## src/rtl/alu_resp_packer.sv

```systemverilog
// ALU response packer: serialises a completed ALU result into a
// byte packet (opcode, flags, length, payload) for a UART transmitter.
module alu_resp_packer #(
  parameter int DATA_BYTES = 4
) (
  input  logic        clk,
  input  logic        rst,
  input  logic [7:0]  opcode_i,
  input  logic [32:0] result_i,
  input  logic        result_valid_i,
  output logic        result_ready_o,
  output logic [7:0]  tx_data_o,
  output logic        tx_valid_o,
  input  logic        tx_ready_i,
  output logic        busy_o
);

  typedef enum logic [1:0] {
    IDLE,
    HEADER,
    PAYLOAD
  } state_e;

  localparam logic [2:0] LAST_IDX = 3'(3 + DATA_BYTES);
  localparam logic [7:0] PKT_LEN  = 8'(4 + DATA_BYTES);

  state_e      state_q, state_d;
  logic [2:0]  idx_q, idx_d;
  logic [7:0]  op_q, op_d;
  logic [32:0] res_q, res_d;
  logic [7:0]  byte_sel;
  logic        take;
  logic        fire;

  assign take = result_valid_i && result_ready_o;
  assign fire = tx_valid_o && tx_ready_i;

  // Ready is masked by reset so nothing is accepted while it is held.
  assign result_ready_o = (state_q == IDLE) && !rst;
  assign tx_valid_o     = (state_q != IDLE);
  assign busy_o         = (state_q != IDLE);

  // State, byte index and captured result registers.
  always_ff @(posedge clk or posedge rst) begin
    if (rst) begin
      state_q <= IDLE;
      idx_q   <= 3'd0;
      op_q    <= 8'h00;
      res_q   <= 33'd0;
    end else begin
      state_q <= state_d;
      idx_q   <= idx_d;
      op_q    <= op_d;
      res_q   <= res_d;
    end
  end

  // Next-state: capture in IDLE, advance one byte per accepted beat.
  always_comb begin
    state_d = state_q;
    idx_d   = idx_q;
    op_d    = op_q;
    res_d   = res_q;
    unique case (state_q)
      IDLE: begin
        if (take) begin
          op_d    = opcode_i;
          res_d   = result_i;
          idx_d   = 3'd0;
          state_d = HEADER;
        end
      end
      HEADER: begin
        if (fire) begin
          idx_d = idx_q + 3'd1;
          if (idx_q == 3'd3) begin
            state_d = PAYLOAD;
          end
        end
      end
      PAYLOAD: begin
        if (fire) begin
          if (idx_q == LAST_IDX) begin
            idx_d   = 3'd0;
            state_d = IDLE;
          end else begin
            idx_d = idx_q + 3'd1;
          end
        end
      end
      default: begin
        state_d = IDLE;
        idx_d   = 3'd0;
      end
    endcase
  end

  // Byte mux; payload index never passes LAST_IDX, so upper bytes stay unsent.
  always_comb begin
    byte_sel = 8'h00;
    case (idx_q)
      3'd0: byte_sel = op_q;
      3'd1: byte_sel = {7'b0, res_q[32]};
      3'd2: byte_sel = PKT_LEN;
      3'd3: byte_sel = 8'h00;
      3'd4: byte_sel = res_q[7:0];
      3'd5: byte_sel = res_q[15:8];
      3'd6: byte_sel = res_q[23:16];
      3'd7: byte_sel = res_q[31:24];
      default: byte_sel = 8'h00;
    endcase
    tx_data_o = tx_valid_o ? byte_sel : 8'h00;
  end

endmodule

```

## config.mk

```make
export PLATFORM = sky130hd
export DESIGN_NAME = alu_resp_packer
export DESIGN_NICKNAME = d
export VERILOG_FILES = /design/src/rtl/alu_resp_packer.sv
export SDC_FILE = /design/constraint.sdc
export NUM_CORES = 1
export LEC_CHECK = 0
export BUFFER_PORTS_ARGS = -buffer_cell sky130_fd_sc_hd__buf_4
export CORE_UTILIZATION = 45
export CTS_BUF_LIST = sky130_fd_sc_hd__clkbuf_2
export CTS_CLUSTER_DIAMETER = 120
export DETAILED_ROUTE_END_ITERATION = 12
export GPL_ROUTABILITY_DRIVEN = 1
export MAX_ROUTING_LAYER = met4
export PLACE_DENSITY = 0.69
export SLEW_MARGIN = 30
export SYNTH_ARGS = -nofsm -noshare
export SYNTH_HDL_FRONTEND = slang
export SYNTH_SLANG_ARGS = --single-unit
```

## constraint.sdc

```tcl
create_clock -name clk -period 2.6 [get_ports clk]
set_input_delay 0.26 -clock clk [delete_from_list [all_inputs] [get_ports clk]]
set_output_delay 0.26 -clock clk [all_outputs]
set_load 0.005 [all_outputs]
```

==> out/metrics.cfg <==
[status]
status = finished, violations left
failed_checks = setup timing

[power]
powerDensity_nw_per_um2 = 1050
ir_drop_v = 0.000524
total_power_mw = 3.18
p_leak_nw = 1.37

[timing]
relSlewSlack = 0.626
max_slew.worst_pin.slew_ps = 547
holdWs_ps = 20.9
finalCriticalPeriod_ps = 2700
fmax_ghz = 0.370
clock_skew_ps = 41.0
setup_viol = 8
postLayoutSetupSlackWorst_ps = -103
hold_viol = 0
rsz0062_at_grt = true
period_share = 1.04
slew_violations = 0

[synthesis]
seq_area_frac_synth = 0.505
syn_inst = 181
syn-num-nets = 236
synth_cell_types = 33
ys_seq_elements = 46
syn_area_um2 = 2280
synth_area_leaders = dfrtp_1 51%, mux2_2 18%, ha_1 5.5%
yosysWarningCount = 0
avgSynthCellArea_um2 = 12.6
yosysTopAreaCell = dfrtp_1
netlist.area_leader.share = 0.505

[global_route]
grt_max_degree = 47
overflow = 0
grt_pass1_wl_um = 8030
grt_pass1_vias = 1653
grt_usage = 0.209
antenna_found_initial = 0

[layout]
fin_nets = 307
fin_util = 0.632
area_delta_synth_final_pct = 32.8
drive_gt1_frac = 0.498
diodes = 0
fin_area_um2 = 3030

[route]
drtIter0Drc = 131
first_pass_iters = 4
num_vias = 1701
wirelength_um = 5000
drc = 0
antenna_left = 0
avgViaCountPerCell = 5.32
wl_per_cell_um = 15.6

[cts]
clock-root-buffer = clkbuf_2
cts_num_sinks = 46
path_clk_slew_ps = 260
cts_tree = built
clk_latency_ps = 440
htree_num_levels = 2
cts-buffers-inserted = 5
ctsLongestPathBuffers = 2

[die]
num_rows = 25
die_h_um = 73.2
dieArea_um2 = 5350
die_x_um = 73.2
start_util = 0.476
ioPinCount = 56
coreArea_um2 = 4790

[critical_path]
worst-path-stages = 6
slowest_stage = or4_4
arrival_ps = 2440
crit_required_ps = 2340
worstPathMaxFanout = 8
crit_path_cell_trace = ha_4 -> ha_4 -> or4_4 -> or2_4 -> o221a_1 -> buf_4
reg2reg_depth = 6
cp_top_family = simple AND/OR/NAND/NOR gates
crit_buf_inv = 1
start_kind = register
slowest_delay_ps = 520
cpMostUsedCell = ha_4
critPathCaptureType = output port
setup.worst_path.class = reg2out

[flow_run]
cap_violations = 0

[placement]
dp_slack_ps = 216
post-dp-hpwl_um = 3500
io_buffers = 55
postPlaceCellArea_um2 = 2760
routabilityCongestion = 0.876

[min_path]
min_delay_path_depth = 2
min_path_type = in2reg

per-stage QoR:
stage	TNS (ps)	cells
2_1_floorplan	0	181
3_3_place_gp	0	298
3_5_place_dp	0	298
4_1_cts	-534	310
5_1_grt	-1420	320
6_report	-691	320
logic make-up (layout without fill, tap and decap cells):
group | after synthesis | after routing | synth area share
compound gates | 34 | 34 | 0.124
fa+ha+maj | 10 | 10 | 0.0549
buf+inv | 21 | 93 | 0.0439
flops | 46 | 46 | 0.505
mux | 45 | 45 | 0.221
simple gates | 25 | 25 | 0.0516
registers in the layout, summed over array words and instances, names as in the netlist:
register / cells
res_q: 33
op_q: 8
idx_q: 3
state_q: 2
layout by cell type, fill, tap and decap left out, types with 5 or more instances in the layout:
cell | netlist | final
dlygate4sd3_1 | 0 | 10
a222oi_1 | 7 | 7
nand2_1 | 9 | 9
o221a_1 | 6 | 6
clkbuf_2 | 0 | 7
buf_4 | 1 | 65
dfrtp_1 | 46 | 44
mux2_1 | 5 | 5
inv_1 | 7 | 6
nor2_1 | 8 | 8
mux2_2 | 37 | 37
o21ai_1 | 1 | 5
ha_1 | 10 | 5
repair_timing:
item	CTS	global route
setup endpoints to repair	8	8
setup buffers	3	1
hold endpoints to repair	46	9
hold buffers	1	9
pin swaps	4	1
gates resized for setup	15	7
cloned	0	0
cell usage after synthesis:
cell type and number:
dfrtp_1 46, mux2_2 37, ha_1 10, nand2_1 9
nor2_1 8, a222oi_1 7, inv_1 7, o21ai_0 6
o221a_1 6, mux2_1 5, buf_1 4, clkbuf_1 3
mux2i_1 3, nor2b_1 3, o211ai_1 3, a21oi_1 2
a22o_1 2, buf_2 2, buf_6 2, clkinv_1 2
o31ai_1 2, a2111oi_0 1, a2bb2oi_1 1, a41oi_1 1
and2_1 1, buf_4 1, nor4b_1 1, o21ai_1 1
o21ba_2 1, o21bai_1 1, or2_1 1, or2_2 1
or4_1 1
power breakdown:
group | switching [mW] | total [mW] | leakage, nW | internal, mW
clock network | 0.229 | 0.400 | 0.0432 | 0.171
logic | 0.628 | 1.52 | 0.775 | 0.891
registers | 0.198 | 1.26 | 0.549 | 1.06
total | 1.05 | 3.18 | 1.37 | 2.12
area by class of cell:
| class | instances | area (µm²) |
|---|---|---|
| Clock inverter | 1 | 30.0 |
| Sequential cell | 46 | 1150 |
| Timing Repair Buffer | 76 | 599 |
| Tap cell | 67 | 83.8 |
| Clock buffer | 7 | 35.0 |
| Multi-Input combinational cell | 114 | 1090 |
| Fill cell | 406 | 1760 |
| Inverter | 9 | 33.8 |
per-layer routing:
metal | global-route usage | share of wire | vias up
met3 | 0.0483 | 0.044 | 11
li1 | - | - | 805
met1 | 0.276 | 0.46 | 839
met5 | - | 0 | -
met2 | 0.315 | 0.48 | 46
met4 | 0.0784 | 0.018 | 0
path summary, 6_finish.rpt:
path	startpoint	to	slack, ps
max	idx_q[1]$_DFFE_PP0P_	tx_data_o[4]	-100
min	result_i[29]	res_q[29]$_DFFE_PP0P_	20
max in group asynchronous	rst	idx_q[0]$_DFFE_PP0P_	1640
min reg2reg	res_q[19]$_DFFE_PP0P_	res_q[19]$_DFFE_PP0P_	520
max reg2reg	state_q[0]$_DFFE_PP0P_	res_q[15]$_DFFE_PP0P_	690
min in group asynchronous	rst	res_q[27]$_DFFE_PP0P_	480
worst register-to-register path, stage by stage (launching register included):
cell and delay (ps):
dfrtp_1 420, inv_1 70, ha_1 260, nor2b_1 170, nand2_1 60, buf_4 430, mux2_2 420
Power figures use the tool's default switching activity.
